**config.mk**
```make
export PLATFORM = sky130hd
export DESIGN_NAME = system_sysid_monitor
export DESIGN_NICKNAME = d
export VERILOG_FILES = /design/src/rtl/system_sysid_monitor.sv
export SDC_FILE = /design/constraint.sdc
export NUM_CORES = 1
export LEC_CHECK = 0
export CORE_ASPECT_RATIO = 0.9
export CORE_MARGIN = 5
export CORE_UTILIZATION = 35
export DETAILED_ROUTE_END_ITERATION = 8
export GPL_TIMING_DRIVEN = 0
export HOLD_SLACK_MARGIN = 0.06
export SLEW_MARGIN = 20
export SYNTH_ARGS = -nofsm -noshare
export SYNTH_HDL_FRONTEND = slang
export SYNTH_SLANG_ARGS = --single-unit
```
**constraint.sdc**
```tcl
create_clock -name clock -period 3.26 [get_ports clock]
set_input_delay 0.326 -clock clock [delete_from_list [all_inputs] [get_ports clock]]
set_output_delay 0.326 -clock clock [all_outputs]
set_load 0.05 [all_outputs]
```
**src/rtl/system_sysid_monitor.sv**
```systemverilog
// Sequencing master that reads the sysid slave (ID, timestamp) and checks both words.
// Optional interrupt output enabled by defining SYSID_MONITOR_IRQ_EN.
module system_sysid_monitor #(
    parameter logic [31:0] EXPECTED_ID    = 32'h12345678,
    parameter logic [31:0] EXPECTED_TS    = 32'h548C83BC,
    parameter int unsigned RECHECK_CYCLES = 1024,
    parameter int unsigned CNT_W          = 8
) (
    input  logic             clock,
    input  logic             reset_n,
    input  logic             start,
    input  logic             clr_count,
    output logic             sysid_address,
    input  logic [31:0]      sysid_readdata,
    output logic             busy,
    output logic             done,
    output logic             id_ok,
    output logic             ts_ok,
    output logic             match,
    output logic [CNT_W-1:0] mismatch_count,
    output logic [31:0]      id_value,
    output logic [31:0]      ts_value
`ifdef SYSID_MONITOR_IRQ_EN
    ,
    output logic             irq,
    input  logic             irq_ack
`endif
);

    localparam int unsigned WaitW = (RECHECK_CYCLES > 1) ? $clog2(RECHECK_CYCLES) : 1;
    localparam logic [WaitW-1:0] WaitLoad =
        WaitW'((RECHECK_CYCLES > 0) ? (RECHECK_CYCLES - 1) : 0);
    localparam bit OneShot = (RECHECK_CYCLES == 0);

    typedef enum logic [2:0] {StIdle, StRdId, StRdTs, StCmp, StWait} state_e;

    state_e             state_q, state_d;
    logic               addr_q, addr_d;
    logic               done_q, done_d;
    logic               id_ok_q, id_ok_d;
    logic               ts_ok_q, ts_ok_d;
    logic               match_q, match_d;
    logic [CNT_W-1:0]   cnt_q, cnt_d, cnt_base;
    logic [31:0]        id_q, id_d;
    logic [31:0]        ts_q, ts_d;
    logic [WaitW-1:0]   wait_q, wait_d;
    logic               id_eq, ts_eq;

    assign id_eq = (id_q == EXPECTED_ID);
    assign ts_eq = (ts_q == EXPECTED_TS);

    always_comb begin
        state_d = state_q;
        addr_d  = addr_q;
        done_d  = 1'b0;
        id_ok_d = id_ok_q;
        ts_ok_d = ts_ok_q;
        match_d = match_q;
        id_d    = id_q;
        ts_d    = ts_q;
        wait_d  = wait_q;
        // Clear takes effect before any increment on the same edge.
        cnt_base = clr_count ? '0 : cnt_q;
        cnt_d    = cnt_base;
        unique case (state_q)
            StIdle: begin
                if (start) begin
                    state_d = StRdId;
                    addr_d  = 1'b0;
                end
            end
            StRdId: begin
                id_d    = sysid_readdata;
                addr_d  = 1'b1;
                state_d = StRdTs;
            end
            StRdTs: begin
                ts_d    = sysid_readdata;
                addr_d  = 1'b0;
                state_d = StCmp;
            end
            StCmp: begin
                id_ok_d = id_eq;
                ts_ok_d = ts_eq;
                match_d = id_eq & ts_eq;
                done_d  = 1'b1;
                if (!(id_eq && ts_eq) && (cnt_base != '1)) begin
                    cnt_d = cnt_base + 1'b1;
                end
                if (OneShot) begin
                    state_d = StIdle;
                end else begin
                    state_d = StWait;
                    wait_d  = WaitLoad;
                end
            end
            StWait: begin
                if (start || (wait_q == '0)) begin
                    state_d = StRdId;
                    wait_d  = '0;
                end else begin
                    wait_d = wait_q - 1'b1;
                end
            end
            default: state_d = StIdle;
        endcase
    end

    always_ff @(posedge clock) begin
        if (!reset_n) begin
            state_q <= StIdle;
            addr_q  <= 1'b0;
            done_q  <= 1'b0;
            id_ok_q <= 1'b0;
            ts_ok_q <= 1'b0;
            match_q <= 1'b0;
            cnt_q   <= '0;
            id_q    <= '0;
            ts_q    <= '0;
            wait_q  <= '0;
        end else begin
            state_q <= state_d;
            addr_q  <= addr_d;
            done_q  <= done_d;
            id_ok_q <= id_ok_d;
            ts_ok_q <= ts_ok_d;
            match_q <= match_d;
            cnt_q   <= cnt_d;
            id_q    <= id_d;
            ts_q    <= ts_d;
            wait_q  <= wait_d;
        end
    end

`ifdef SYSID_MONITOR_IRQ_EN
    logic irq_q, irq_d;

    // A mismatch on the same edge as an acknowledge keeps the interrupt raised.
    always_comb begin
        irq_d = irq_q;
        if (irq_ack) begin
            irq_d = 1'b0;
        end
        if ((state_q == StCmp) && !(id_eq && ts_eq)) begin
            irq_d = 1'b1;
        end
    end

    always_ff @(posedge clock) begin
        if (!reset_n) begin
            irq_q <= 1'b0;
        end else begin
            irq_q <= irq_d;
        end
    end

    assign irq = irq_q;
`endif

    assign sysid_address  = addr_q;
    assign busy           = (state_q == StRdId) || (state_q == StRdTs) || (state_q == StCmp);
    assign done           = done_q;
    assign id_ok          = id_ok_q;
    assign ts_ok          = ts_ok_q;
    assign match          = match_q;
    assign mismatch_count = cnt_q;
    assign id_value       = id_q;
    assign ts_value       = ts_q;

endmodule

```
==> Word-level counts from Yosys, hierarchy flattened <==
Cells that the tools add are included.
{ "word_totals": {"input_bits": 36, "register_bits": 90, "out_inout_bits": 78, "elab_cells": 45} }
{ "classes": {"n_mux": 11, "n_addsub": 2, "eq_ne": 9, "reduce_logical": 12, "n_bitwise": 1} }
{ "ops": {"columns": ["operator", "count"], "rows": [
  ["$eq A32 B29 Y1 const B", 1],
  ["$eq A32 B31 Y1 const B", 1],
  ["$mux W8", 3],
  ["$pmux W10 S2", 1],
  ["$pmux W3 S5", 1],
  ["$logic_not A10 Y1", 1],
  ["$mux W10", 1],
  ["$sub A10 B1 Y10 const B", 1],
  ["$add A8 B1 Y8 const B", 1],
  ["$ne A8 B8 Y1 const B", 1],
  ["$eq A3 B2 Y1 const B", 2],
  ["$mux W3", 2],
  ["$ne A2 B2 Y1 const B", 2],
  ["$reduce_and A2 Y1", 2],
  ["$eq A3 B1 Y1 const B", 1],
  ["$eq A3 B3 Y1 const B", 1],
  ["$logic_not A3 Y1", 1],
  ["$logic_or A1 B1 Y1", 3],
  ["$pmux W1 S3", 1],
  ["$reduce_bool A3 Y1", 1],
  ["$logic_and A1 B1 Y1", 2],
  ["$mux W1", 2],
  ["$reduce_bool A2 Y1", 1],
  ["$and A1 B1 Y1", 1],
  ["$logic_not A1 Y1", 1]
]} }

==> Depth between registers and ports, before layout <==
Gate-level depths: netlist of run 1.
{ "depth": {"ltp_word": 6, "ltp_mapped": 7, "mapped_depth_nobuf": 7} }

==> Worst setup path after synthesis of run 1 <==
Ideal clock, no wire load.
{ "synth_path": {"kind": "reg2reg", "start": "register cnt_q[0], in the netlist mismatch_count[0]", "end": "register cnt_q[6], in the netlist mismatch_count[6]", "period_less_slack_ns": 2.190, "n_path_buf": 0, "setup_ns": 0.070, "path_stages_with_launch": 7, "required_time_ns": 3.190, "arrival_ns": 2.119, "setup_slack_ns": 1.070, "cell_sequence": "dfxtp_1 nor2b_1 ha_1 and3b_1 and2_1 or4b_2 a21oi_1"} }
{ "synth_between": {"elab_chain_cells": 5, "elab_cells_between_ends": 6, "classes_between": "add/sub (1); eq/ne (1); mux (3); reduce/logical (1)"} }
{ "synth_rtl": {"columns": ["element", "line_no", "source"], "rows": [
  ["start, declared", "43", "logic [CNT_W-1:0] cnt_q, cnt_d, cnt_base;"],
  ["start signal, assigned", "128", "cnt_q <= cnt_d;"],
  ["$mux W8 (*)", "63", "cnt_base = clr_count ? '0 : cnt_q;"],
  ["branches (longest 2 deep; another with $add A8 B1 Y8)", null, null],
  ["$mux W8 (*)", "87", "if (!(id_eq && ts_eq) && (cnt_base != '1)) begin"],
  ["$mux W8 (*)", "65", "unique case (state_q)"]
]} }
Every way passes the cells marked *.
A chain may end at the register's enable or synchronous reset.

==> Worst setup path in the final report of run 1 <==
{ "layout_path": {"start": "register wait_q[0]", "end": "register wait_q[5]"} }
{ "layout_between": {"elab_chain_cells": 4, "elab_cells_between_ends": 5, "classes_between": "add/sub (1); mux (2); reduce/logical (2)"} }
{ "layout_rtl": {"columns": ["element", "line_no", "source"], "rows": [
  ["start, declared", "46", "logic [WaitW-1:0] wait_q, wait_d;"],
  ["start signal, assigned", "131", "wait_q <= wait_d;"],
  ["branches (longest 2 deep; another with $sub A10 B1 Y10)", null, null],
  ["$mux W10 (*)", "98", "if (start || (wait_q == '0)) begin"],
  ["$pmux W10 S2 (*)", "65", null]
]} }
Marks and branches as above.

==> implementation parameters, run 1 <==
Parameter                              Value

Drt
  First-pass iteration count of the detailed router    5
  Number of DRC markers in iteration 0    about 190
  Per-cell via count in the routed design    5.17
  Total number of vias    3746
  Detailed-route wire length per cell    about 16 um
  Drt drc    0
  Detailed Route WL    11900 um
  Routed Antenna Nets    0

Timing
  Worst slew pin tran    0.711 ns
  Period Utilization, post-route    70.0%
  Min Clock Period, post-route    ~2.3 ns
  Final-layout worst hold slack    around 0.46 ns
  Endpoints failing setup    0
  RSZ-0062 raised after global routing    no
  Post-route setup slack    0.979 ns
  Final-layout setup total negative slack    0 ns
  Hold Fails Final Rpt    0
  Fmax    about 440 MHz
  Worst slew slack as a fraction of its limit    52.5%
  Count of final max-slew check failures    0
  Skew final    0.0103 ns

Final layout
  Syn-to-layout area delta    43.0%
  Post-route insts no fill    725
  Antenna diode count    0
  Number of fill cells    1024
  Finished Core Util    between 50% and 60%
  Cell area after layout    5340 um^2
  Share of final-layout standard cells stronger than drive strength 1    4.70%
  Nets@finish    ~630

Power
  Reported leakage power    1.82 nW
  Pwr per Cell Area    about 560 nW/um^2
  Worst IR drop on VDD    0.000277 V
  Post-route total power    just under 3 mW

Worst setup path
  Reg2reg path depth    7
  Number of stages on the worst setup path    7
  Count of buffering cells on the critical path with inverters included    1
  Top cell family by delay on the critical path    simple AND/OR/NAND/NOR gates
  CP Class    flop to flop
  Arrival time worst endpoint    approximately 2.5 ns
  Critical-path maximum fanout    7
  Delay of the slowest cell on the worst path    0.61 ns
  Critical path startpoint category    flop
  Cell breakdown of the critical path    inv_1 > ha_1 > nor3b_1 > a31oi_1 > nand2_1 > nor2_1 > o311a_1
  CP Capture Type    flop
  Worst path slowest cell    sky130_fd_sc_hd__nor3b_1
  Required time reported for the critical path endpoint    around 3.5 ns

Logic synthesis
  Synthesized-area fraction occupied by adder cells    0.671%
  Synth Instances    467
  Syn Area/Cell    7.99 um^2
  EDFF count, synth    0
  Flop and latch count out of synthesis    90
  Top post-synthesis cells by area    sky130_fd_sc_hd__dfxtp_1, sky130_fd_sc_hd__nand2_1, sky130_fd_sc_hd__a21oi_1, sky130_fd_sc_hd__clkbuf_1, sky130_fd_sc_hd__o21ai_0
  Compound-Gate Fraction of Synth Area    16.8%
  Distinct cells, synth    43
  Dominant combinational cell family by area after synthesis    simple AND/OR/NAND/NOR gates
  Fraction of registers with async set/reset    0%
  Netlist Area Pre-Place    3730 um^2
  Leading cell type by number of instances after synthesis    sky130_fd_sc_hd__nand2_1
  Simple logic cell fraction of the synthesized area    30.0%
  Top cell types by occurrence after synthesis    sky130_fd_sc_hd__nand2_1, sky130_fd_sc_hd__dfxtp_1, sky130_fd_sc_hd__a21oi_1
  Post-synth top area share    48.3%
  Most used DFF post-synth    sky130_fd_sc_hd__dfxtp_1
  Fraction of synthesized cell area in xor and xnor cells    0.235%
  Share of cell area taken by muxes after synthesis    0%
  Yosys warnings    0
  Sequential element share of the synthesized area    48.3%
  Area leader, netlist    sky130_fd_sc_hd__dfxtp_1
  Net count after synthesis    505

Placement
  Quantity of I/O buffers inserted on ports    113
  Final GP Congestion    0.851
  Placement Setup Slack    about 0.66 ns
  Placed wire-length estimate after detailed placement    8800 um
  DP Cell Count    709
  Post-DP Area    5020 um^2

Clock network
  Clock latency on the worst-skew pair    0.34 ns
  Clk Tree Root Cell    sky130_fd_sc_hd__clkbuf_16
  Maximum count of clock buffers along a single path    2
  H-tree levels    3
  Hold bufs inserted after CTS    0
  Number of buffers created by CTS    9
  Number of instances resized during post-cts repair    0
  TritonCTS clock tree    yes
  Post-CTS setup buffer count    0
  Post-CTS clock slew at the launch and capture registers of the worst setup and hold paths    0.07 ns
  TritonCTS Sinks    90

Global routing
  Most heavily used metal layer in global routing    met2
  Number of antenna violations at the first check in global routing    0
  Met3 usage    between 6 and 7%
  Number of global-route vias before repair    about 3600
  Global-route wire length before repair    18800 um
  Total global routing overflow    0
  Pin count of the biggest net entering global routing    17
  Met2 Usage GRT    27.4%
  Global-route usage over all layers    18.2%
  Met1 Use GR    24.8%

Flow run
  Count of maximum capacitance violations    0

Floorplanning
  Total number of placement rows    35
  Die Footprint    12800 um^2
  Initial core utilization    36.1%
  Core region area    10300 um^2
  Number of top-level design ports    114
  Die height    108 um
  Horiz. Die Dim    119 um

Worst hold path
  Hold depth    2
  Worst min path class    flop to flop

Outcome
  Status    finished, final reports clean
-- cell families after synthesis --
kind of cell / count (synthesis)
simple gates: 223
compound gates: 116
flops: 90
buf+inv: 35
fa+ha+maj: 2
xor+xnor: 1
-- worst paths after layout --
check	startpoint	to	slack (ns)
worst max register to register	wait_q[0]$_SDFFE_PN0P_	wait_q[5]$_SDFFE_PN0P_	0.98
worst min register to register	match$_SDFFE_PN0N_	match$_SDFFE_PN0N_	0.46
worst min-delay path	match$_SDFFE_PN0N_	match$_SDFFE_PN0N_	0.46
worst max-delay path	wait_q[0]$_SDFFE_PN0P_	wait_q[5]$_SDFFE_PN0P_	0.98
-- routing by layer --
| layer | part of all wire (%) | routed length (um) |
|---|---|---|
| met2 | 43 | 5120 |
| met1 | 48 | 5780 |
| met5 | 0 | 0 |
| met3 | 7.1 | 845 |
| met4 | 1.7 | 206 |
-- worst min-delay path: cells and delay by family, from the launching register on --
kind	cells	cell delay, ns
flip-flops	1	0.31
AND/OR/NAND/NOR	1	0.05
AO/OA/AOI/OAI	1	0.05
-- sequential cells by signal, summed over array words and instances (netlist names) --
| register | count |
|---|---|
| id_value | 32 |
| state_q | 3 |
| done | 1 |
| mismatch_count | 8 |
| ts_ok | 1 |
| wait_q | 10 |
| match | 1 |
| sysid_address | 1 |
| ts_value | 32 |
| id_ok | 1 |
-- final cells by class --
cell class                      count  area [um^2]  area share, %
Tap cell                          129          161           3.03
Sequential cell                    90         1800           33.8
Clock inverter                      6         73.8           1.38
Timing Repair Buffer              113         1130           21.2
Multi-Input combinational cell    342         1780           33.3
Inverter                            5         18.8          0.352
Buffer                             30          133           2.49
Clock buffer                       10          239           4.48
-- placed cells by master, fill, tap and decap left out, types with 2 or more instances in the layout --
| master | Yosys | final |
|---|---|---|
| sky130_fd_sc_hd__a31oi_1 | 3 | 3 |
| sky130_fd_sc_hd__nand2_1 | 140 | 140 |
| sky130_fd_sc_hd__nand4_1 | 8 | 8 |
| sky130_fd_sc_hd__ha_1 | 2 | 2 |
| sky130_fd_sc_hd__clkdlybuf4s50_1 | 0 | 113 |
| sky130_fd_sc_hd__nand3_1 | 3 | 3 |
| sky130_fd_sc_hd__and4b_1 | 4 | 4 |
| sky130_fd_sc_hd__nor4b_1 | 9 | 9 |
| sky130_fd_sc_hd__or3_1 | 9 | 9 |
| sky130_fd_sc_hd__nor2b_1 | 6 | 6 |
| sky130_fd_sc_hd__o31ai_1 | 2 | 2 |
| sky130_fd_sc_hd__clkbuf_1 | 26 | 26 |
| sky130_fd_sc_hd__nor2_1 | 11 | 11 |
| sky130_fd_sc_hd__nand2b_1 | 5 | 5 |
| sky130_fd_sc_hd__o211ai_1 | 2 | 2 |
| sky130_fd_sc_hd__nor4bb_1 | 5 | 5 |
| sky130_fd_sc_hd__and3_1 | 3 | 3 |
| sky130_fd_sc_hd__and2_1 | 4 | 4 |
| sky130_fd_sc_hd__clkbuf_16 | 0 | 9 |
| sky130_fd_sc_hd__inv_1 | 5 | 5 |
| sky130_fd_sc_hd__buf_6 | 2 | 2 |
| sky130_fd_sc_hd__a21oi_1 | 85 | 85 |
| sky130_fd_sc_hd__o311a_1 | 2 | 2 |
| sky130_fd_sc_hd__o21ai_0 | 18 | 18 |
| sky130_fd_sc_hd__dfxtp_1 | 90 | 90 |
| sky130_fd_sc_hd__nor3_1 | 4 | 4 |
| sky130_fd_sc_hd__clkinvlp_4 | 0 | 2 |
-- where the power goes --
part	total [mW]	switching, mW	internal, mW
combinational	0.656	0.432	0.224
sequential	1.23	0.0581	1.17
clock	1.09	0.468	0.625
Note: power is estimated with default switching activity, not from simulation.
==> run 2: changes to the inputs <==
==> constraint.sdc (replaced) <==
create_clock -name clock -period 2.1 [get_ports clock]
set_input_delay 0.21 -clock clock [delete_from_list [all_inputs] [get_ports clock]]
set_output_delay 0.21 -clock clock [all_outputs]
set_load 0.05 [all_outputs]
==> run 2 against run 1 <==
Fmax increased by 15%. Register-to-register slack worse by 0.86 ns. Hold slack got worse by 0.014 ns. Global-route usage increased by 0.19 points. Critical path depth down 1. Non-clock buffer count up 1. Flip-flop and latch count stayed put. Largest cell class unchanged. Sequential power increased by 54%. First-iteration DRC count up 26%. Power rose by 58%. Core utilization increased by 0.34 points.
==> implementation parameters, run 2 (synthesized netlist as in run 1, its figures left out) <==
Parameter                              Value

Outcome
  Status    finished, final reports clean

Clock network
  Maximum count of clock buffers along a single path    2
  Clock latency on the worst-skew pair    0.35 ns
  H-tree levels    3
  TritonCTS clock tree    yes
  Hold bufs inserted after CTS    0
  TritonCTS Sinks    90
  Post-CTS clock slew at the launch and capture registers of the worst setup and hold paths    ~0.07 ns
  Number of buffers created by CTS    9
  Clk Tree Root Cell    sky130_fd_sc_hd__clkbuf_16

Power
  Reported leakage power    about 1.8 nW
  Internal power summed over all cells    roughly 3.2 mW
  Worst IR drop on VDD    0.000621 V
  Switching Power    1.48 mW
  Post-route total power    roughly 4.7 mW
  Part of the total power dissipated in the clock network    37.8%
  Sequential power share    40.5%
  Share of total power consumed by net switching    a little under a third
  Share of power burned in combinational logic    21.7%
  Pwr per Cell Area    875 nW/um^2

Timing
  Min Clock Period, post-route    1.98 ns
  Period Utilization, post-route    94.4%
  Fmax    504 MHz
  RSZ-0062 raised after global routing    no
  Count of final max-slew check failures    0
  Final-layout worst hold slack    between 0.4 and 0.5 ns
  Hold Fails Final Rpt    0
  Endpoints failing setup    0
  Skew final    around 0.0092 ns
  Worst slew pin tran    0.636 ns
  Post-route setup slack    about 0.12 ns
  Worst slew slack as a fraction of its limit    57.6%

Drt
  Total number of vias    approximately 3800
  Routed Antenna Nets    0
  Detailed Route WL    12100 um
  Per-cell via count in the routed design    between 5 and 6
  Wire length the detailed router placed on met1    5720 um
  Drt drc    0
  First-pass iteration count of the detailed router    4
  Number of DRC markers in iteration 0    240
  Detail Route met3 WL    roughly 910 um
  Detailed-route wire length per cell    between 15 and 20 um
  Highest metal used    met4
  Routed met2 length    5230 um

Placement
  Final GP Congestion    0.834
  Placement Setup Slack    -0.359 ns
  Placed wire-length estimate after detailed placement    8860 um
  Quantity of I/O buffers inserted on ports    113
  DP Cell Count    709

Floorplanning
  Die height    108 um
  Core region area    between 10000 and 15000 um^2
  Number of top-level design ports    114
  Initial core utilization    36.1%
  Total number of placement rows    35
  Horiz. Die Dim    119 um
  Die Footprint    12800 um^2

Global routing
  Total global routing overflow    0
  Number of antenna violations at the first check in global routing    0
  Global-route wire length before repair    18700 um
  Global-route usage over all layers    between 15 and 20%
  Pin count of the biggest net entering global routing    17
  Number of global-route vias before repair    about 3500

Worst setup path
  Critical-path maximum fanout    10
  CP Class    flop to flop
  Required time reported for the critical path endpoint    2.37 ns
  CP Capture Type    flop
  Critical path startpoint category    flop
  Arrival time worst endpoint    2.25 ns

Final layout
  Post-route insts no fill    726
  Nets@finish    630
  Share of final-layout standard cells stronger than drive strength 1    approximately 5.7%
  Commonest non-fill, non-tap cell in the layout    sky130_fd_sc_hd__nand2_1
  Most frequent cells in the layout    sky130_fd_sc_hd__nand2_1, sky130_fd_sc_hd__clkdlybuf4s50_1, sky130_fd_sc_hd__dfxtp_1, sky130_fd_sc_hd__a21oi_1, sky130_fd_sc_hd__clkbuf_1
  Antenna diode count    0
  Syn-to-layout area delta    44.0%

Worst hold path
  Worst min path class    input port to flop

Flow run
  Count of maximum capacitance violations    0
run 2: cell types whose count changed in the layout (fill, tap and decap cells not counted), sizes merged:
cell           delta
dlygate4sd2       +1
buf               +1
bufinv            +1
clkbuf            -1
dlymetal6s2s      +1
clkdlybuf4s50     -2
run 2: final timing paths:
check / startpoint / to / slack (ns) / cells after the start
setup reg to reg: state_q[2]$_SDFFE_PN0P_ / id_value[15]$_SDFFE_PN0P_ / 0.12 / 6
hold / removal: sysid_readdata[19] / ts_value[19]$_SDFFE_PN0P_ / 0.44 / 3
setup / recovery: state_q[2]$_SDFFE_PN0P_ / id_value[15]$_SDFFE_PN0P_ / 0.12 / 6
hold reg to reg: match$_SDFFE_PN0N_ / match$_SDFFE_PN0N_ / 0.46 / 2
run 2: layout make-up:
class                   instances  area, um^2
clock inverters                 7         101
inverters                       5        18.8
well taps                     129         161
multi-input cells             342        1790
flip-flops and latches         90        1800
clock buffers                   9         225
fillers                       998        4960
repair buffers                114        1140
plain buffers                  30         133
run 2: per-stage QoR:
step	instance area [um^2]	util (%)	TNS, ns
finish	5370	52.0	0
global route	5370	52.0	0
floorplan	3730	-	0
global placement	5020	48.6	-4.83
detailed placement	5020	48.6	-3.94
CTS	5360	51.9	0
run 2: routing by layer:
layer	vias up	GRT usage, %
li1	1856	-
met1	1760	24.5
met2	116	27.7
met3	19	6.75
met4	0	6.12
met5	-	0
run 2: power groups by stage:
stage | Clock, mW | Combinational, mW | Sequential, mW
global placement | 0 | 1.01 | 1.94
finish | 1.77 | 1.02 | 1.90
floorplan | 0 | 0.336 | 2.23
detailed placement | 0 | 1.02 | 1.94
CTS | 1.81 | 1.02 | 1.90
global route | 1.88 | 1.09 | 1.92
run 2: timing repair:
item | 4_1_cts | 5_1_grt
endpoints found under the setup margin | 11 | 24
pin swaps | 1 | 0
resized for setup | 2 | 3
buffers inserted | 1 | 0
hold endpoints to repair | 0 | 0
run 2: worst max-delay path: stages (launching register included):
cell and delay, ns:
sky130_fd_sc_hd__dfxtp_1 0.32, sky130_fd_sc_hd__clkbuf_1 0.29, sky130_fd_sc_hd__nand2b_1 0.23, sky130_fd_sc_hd__nand2b_1 0.34, sky130_fd_sc_hd__clkbuf_1 0.44, sky130_fd_sc_hd__nand2_1 0.12, sky130_fd_sc_hd__a21oi_1 0.17
==> run 3: changes to the inputs <==
--- a/config.mk
+++ b/config.mk
@@ -7,10 +7,11 @@
 export LEC_CHECK = 0
 export CORE_ASPECT_RATIO = 0.9
 export CORE_MARGIN = 5
-export CORE_UTILIZATION = 35
+export CORE_UTILIZATION = 47
 export DETAILED_ROUTE_END_ITERATION = 8
 export GPL_TIMING_DRIVEN = 0
 export HOLD_SLACK_MARGIN = 0.06
+export PLACE_DENSITY = 0.8
 export SLEW_MARGIN = 20
 export SYNTH_ARGS = -nofsm -noshare
 export SYNTH_HDL_FRONTEND = slang
==> run 3 against run 2 <==
Sequential power hardly changed. Clock skew hardly changed. Count of clock-buffer cells in the layout stayed put. Largest cell class unchanged. Critical path type unchanged. Non-clock buffer count is 1 higher. Register-to-register slack worse by 0.03 ns. First-iteration DRC count is 23% higher.
==> implementation parameters, run 3 (synthesized netlist as in run 1, its figures left out) <==
Parameter                              Value

Timing
  Worst slew slack as a fraction of its limit    ~57%
  Post-route setup slack    0.0855 ns
  Endpoints failing setup    0
  Skew final    0.00882 ns
  Min Clock Period, post-route    2.01 ns
  Hold Fails Final Rpt    0
  Count of final max-slew check failures    0
  Final-layout setup total negative slack    0 ns
  RSZ-0062 raised after global routing    yes
  Worst slew pin tran    0.649 ns
  Fmax    approximately 500 MHz
  Period Utilization, post-route    95.9%

Drt
  Number of DRC markers in iteration 0    296
  Total number of vias    3833
  First-pass iteration count of the detailed router    5
  Per-cell via count in the routed design    5.52
  Detailed Route WL    11100 um
  Detailed-route wire length per cell    about 16 um
  Drt drc    0
  Routed Antenna Nets    0

Outcome
  Status    finished, final reports clean

Floorplanning
  Horiz. Die Dim    104 um
  Number of top-level design ports    114
  Initial core utilization    48.7%
  Die height    approximately 95 um
  Total number of placement rows    30
  Die Footprint    slightly below 10000 um^2
  Core region area    7660 um^2

Clock network
  Post-CTS clock slew at the launch and capture registers of the worst setup and hold paths    0.10 ns
  Clock latency on the worst-skew pair    0.36 ns
  TritonCTS clock tree    yes
  Number of buffers created by CTS    9
  Maximum count of clock buffers along a single path    2
  H-tree levels    3
  TritonCTS Sinks    90
  Clk Tree Root Cell    sky130_fd_sc_hd__clkbuf_8

Worst hold path
  Worst min path class    input port to flop

Worst setup path
  CP Capture Type    flop
  Critical path startpoint category    flop
  CP Class    flop to flop
  Arrival time worst endpoint    2.31 ns
  Critical-path maximum fanout    6
  Required time reported for the critical path endpoint    approximately 2.4 ns

Global routing
  Total global routing overflow    0
  Number of antenna violations at the first check in global routing    0
  Pin count of the biggest net entering global routing    18
  Global-route wire length before repair    around 18000 um
  Number of global-route vias before repair    3755
  Global-route usage over all layers    roughly 23%

Final layout
  Number of fill cells    637
  Syn-to-layout area delta    39.3%
  Most frequent cells in the layout    sky130_fd_sc_hd__nand2_1, sky130_fd_sc_hd__clkdlybuf4s50_1, sky130_fd_sc_hd__dfxtp_1, sky130_fd_sc_hd__a21oi_1, sky130_fd_sc_hd__clkbuf_1
  Share of final-layout standard cells stronger than drive strength 1    5.85%
  Commonest non-fill, non-tap cell in the layout    sky130_fd_sc_hd__nand2_1
  Nets@finish    631
  Antenna diode count    0

Power
  Reported leakage power    1.80 nW
  Worst IR drop on VDD    0.000591 V
  Pwr per Cell Area    779 nW/um^2
  Sequential power share    46.9%
  Part of the total power dissipated in the clock network    28.0%
  Internal power summed over all cells    2.62 mW
  Share of total power consumed by net switching    35.4%
  Share of power burned in combinational logic    25.1%
  Switching Power    approximately 1.4 mW

Placement
  Placed wire-length estimate after detailed placement    about 8400 um
  Quantity of I/O buffers inserted on ports    113
  Final GP Congestion    0.906
  Placement Setup Slack    -0.379 ns

Flow run
  Count of maximum capacitance violations    0
-- run 3: power by group through the flow --
stage	Clock, mW	Sequential [mW]	Combinational, mW
after floorplan	0	2.23	0.336
after global placement	0	1.93	0.993
after detailed placement	0	1.94	1.01
after CTS	1.15	1.90	1.01
after global routing	1.22	1.91	1.09
final	1.13	1.90	1.02
-- run 3: critical path, stage by stage (launching register included) --
cell,delay (ns)
sky130_fd_sc_hd__dfxtp_2,0.35
sky130_fd_sc_hd__nor2b_2,0.17
sky130_fd_sc_hd__ha_1,0.22
sky130_fd_sc_hd__and3b_1,0.19
sky130_fd_sc_hd__a41oi_2,0.32
sky130_fd_sc_hd__nand4_1,0.19
sky130_fd_sc_hd__or3_1,0.37
sky130_fd_sc_hd__a21oi_1,0.14
-- run 3: path summary, 6_finish.rpt --
check                                     from  depth (start not counted)                            to  slack [ns]
setup / recovery  mismatch_count[0]$_SDFF_PN0_                          7  mismatch_count[7]$_SDFF_PN0_        0.09
hold / removal                       clr_count                          3  mismatch_count[4]$_SDFF_PN0_        0.38
setup reg to reg  mismatch_count[0]$_SDFF_PN0_                          7  mismatch_count[7]$_SDFF_PN0_        0.09
hold reg to reg             match$_SDFFE_PN0N_                          2            match$_SDFFE_PN0N_        0.46
-- run 3: what timing repair did --
action | 4_1_cts | 5_1_grt
buffers inserted | 1 | 1
resized for setup | 1 | 5
setup endpoints to repair | 12 | 10
pin swaps | 1 | 0
hold buffers | 0 | 0
-- run 3: routing by layer --
metal	part of all wire (%)	track usage (%)	up-vias
li1	-	-	1858
met1	45	29.8	1802
met2	46	35.7	155
met3	7.9	6.49	18
met4	1.6	7.98	0
met5	0	0	-
-- run 3: final cells by class --
type | instances | area [um^2] | area share [%]
flip-flops and latches | 90 | 1800 | 34.7
multi-input cells | 342 | 1780 | 34.3
repair buffers | 115 | 1150 | 22.2
plain buffers | 30 | 134 | 2.58
clock buffers | 9 | 124 | 2.38
well taps | 96 | 120 | 2.31
clock inverters | 7 | 60.1 | 1.16
inverters | 5 | 18.8 | 0.361
-- run 3: metrics by stage --
stage	instance area, um^2	power (mW)	utilization, %	hold WS [ns]	std cells
after floorplan	3730	2.57	-	0.332	467
after global placement	4980	2.93	65.1	0.449	676
after detailed placement	4980	2.95	65.1	0.454	676
after CTS	5180	4.06	67.6	0.410	693
after global routing	5200	4.22	67.9	0.422	694
final	5200	4.05	67.9	0.385	694
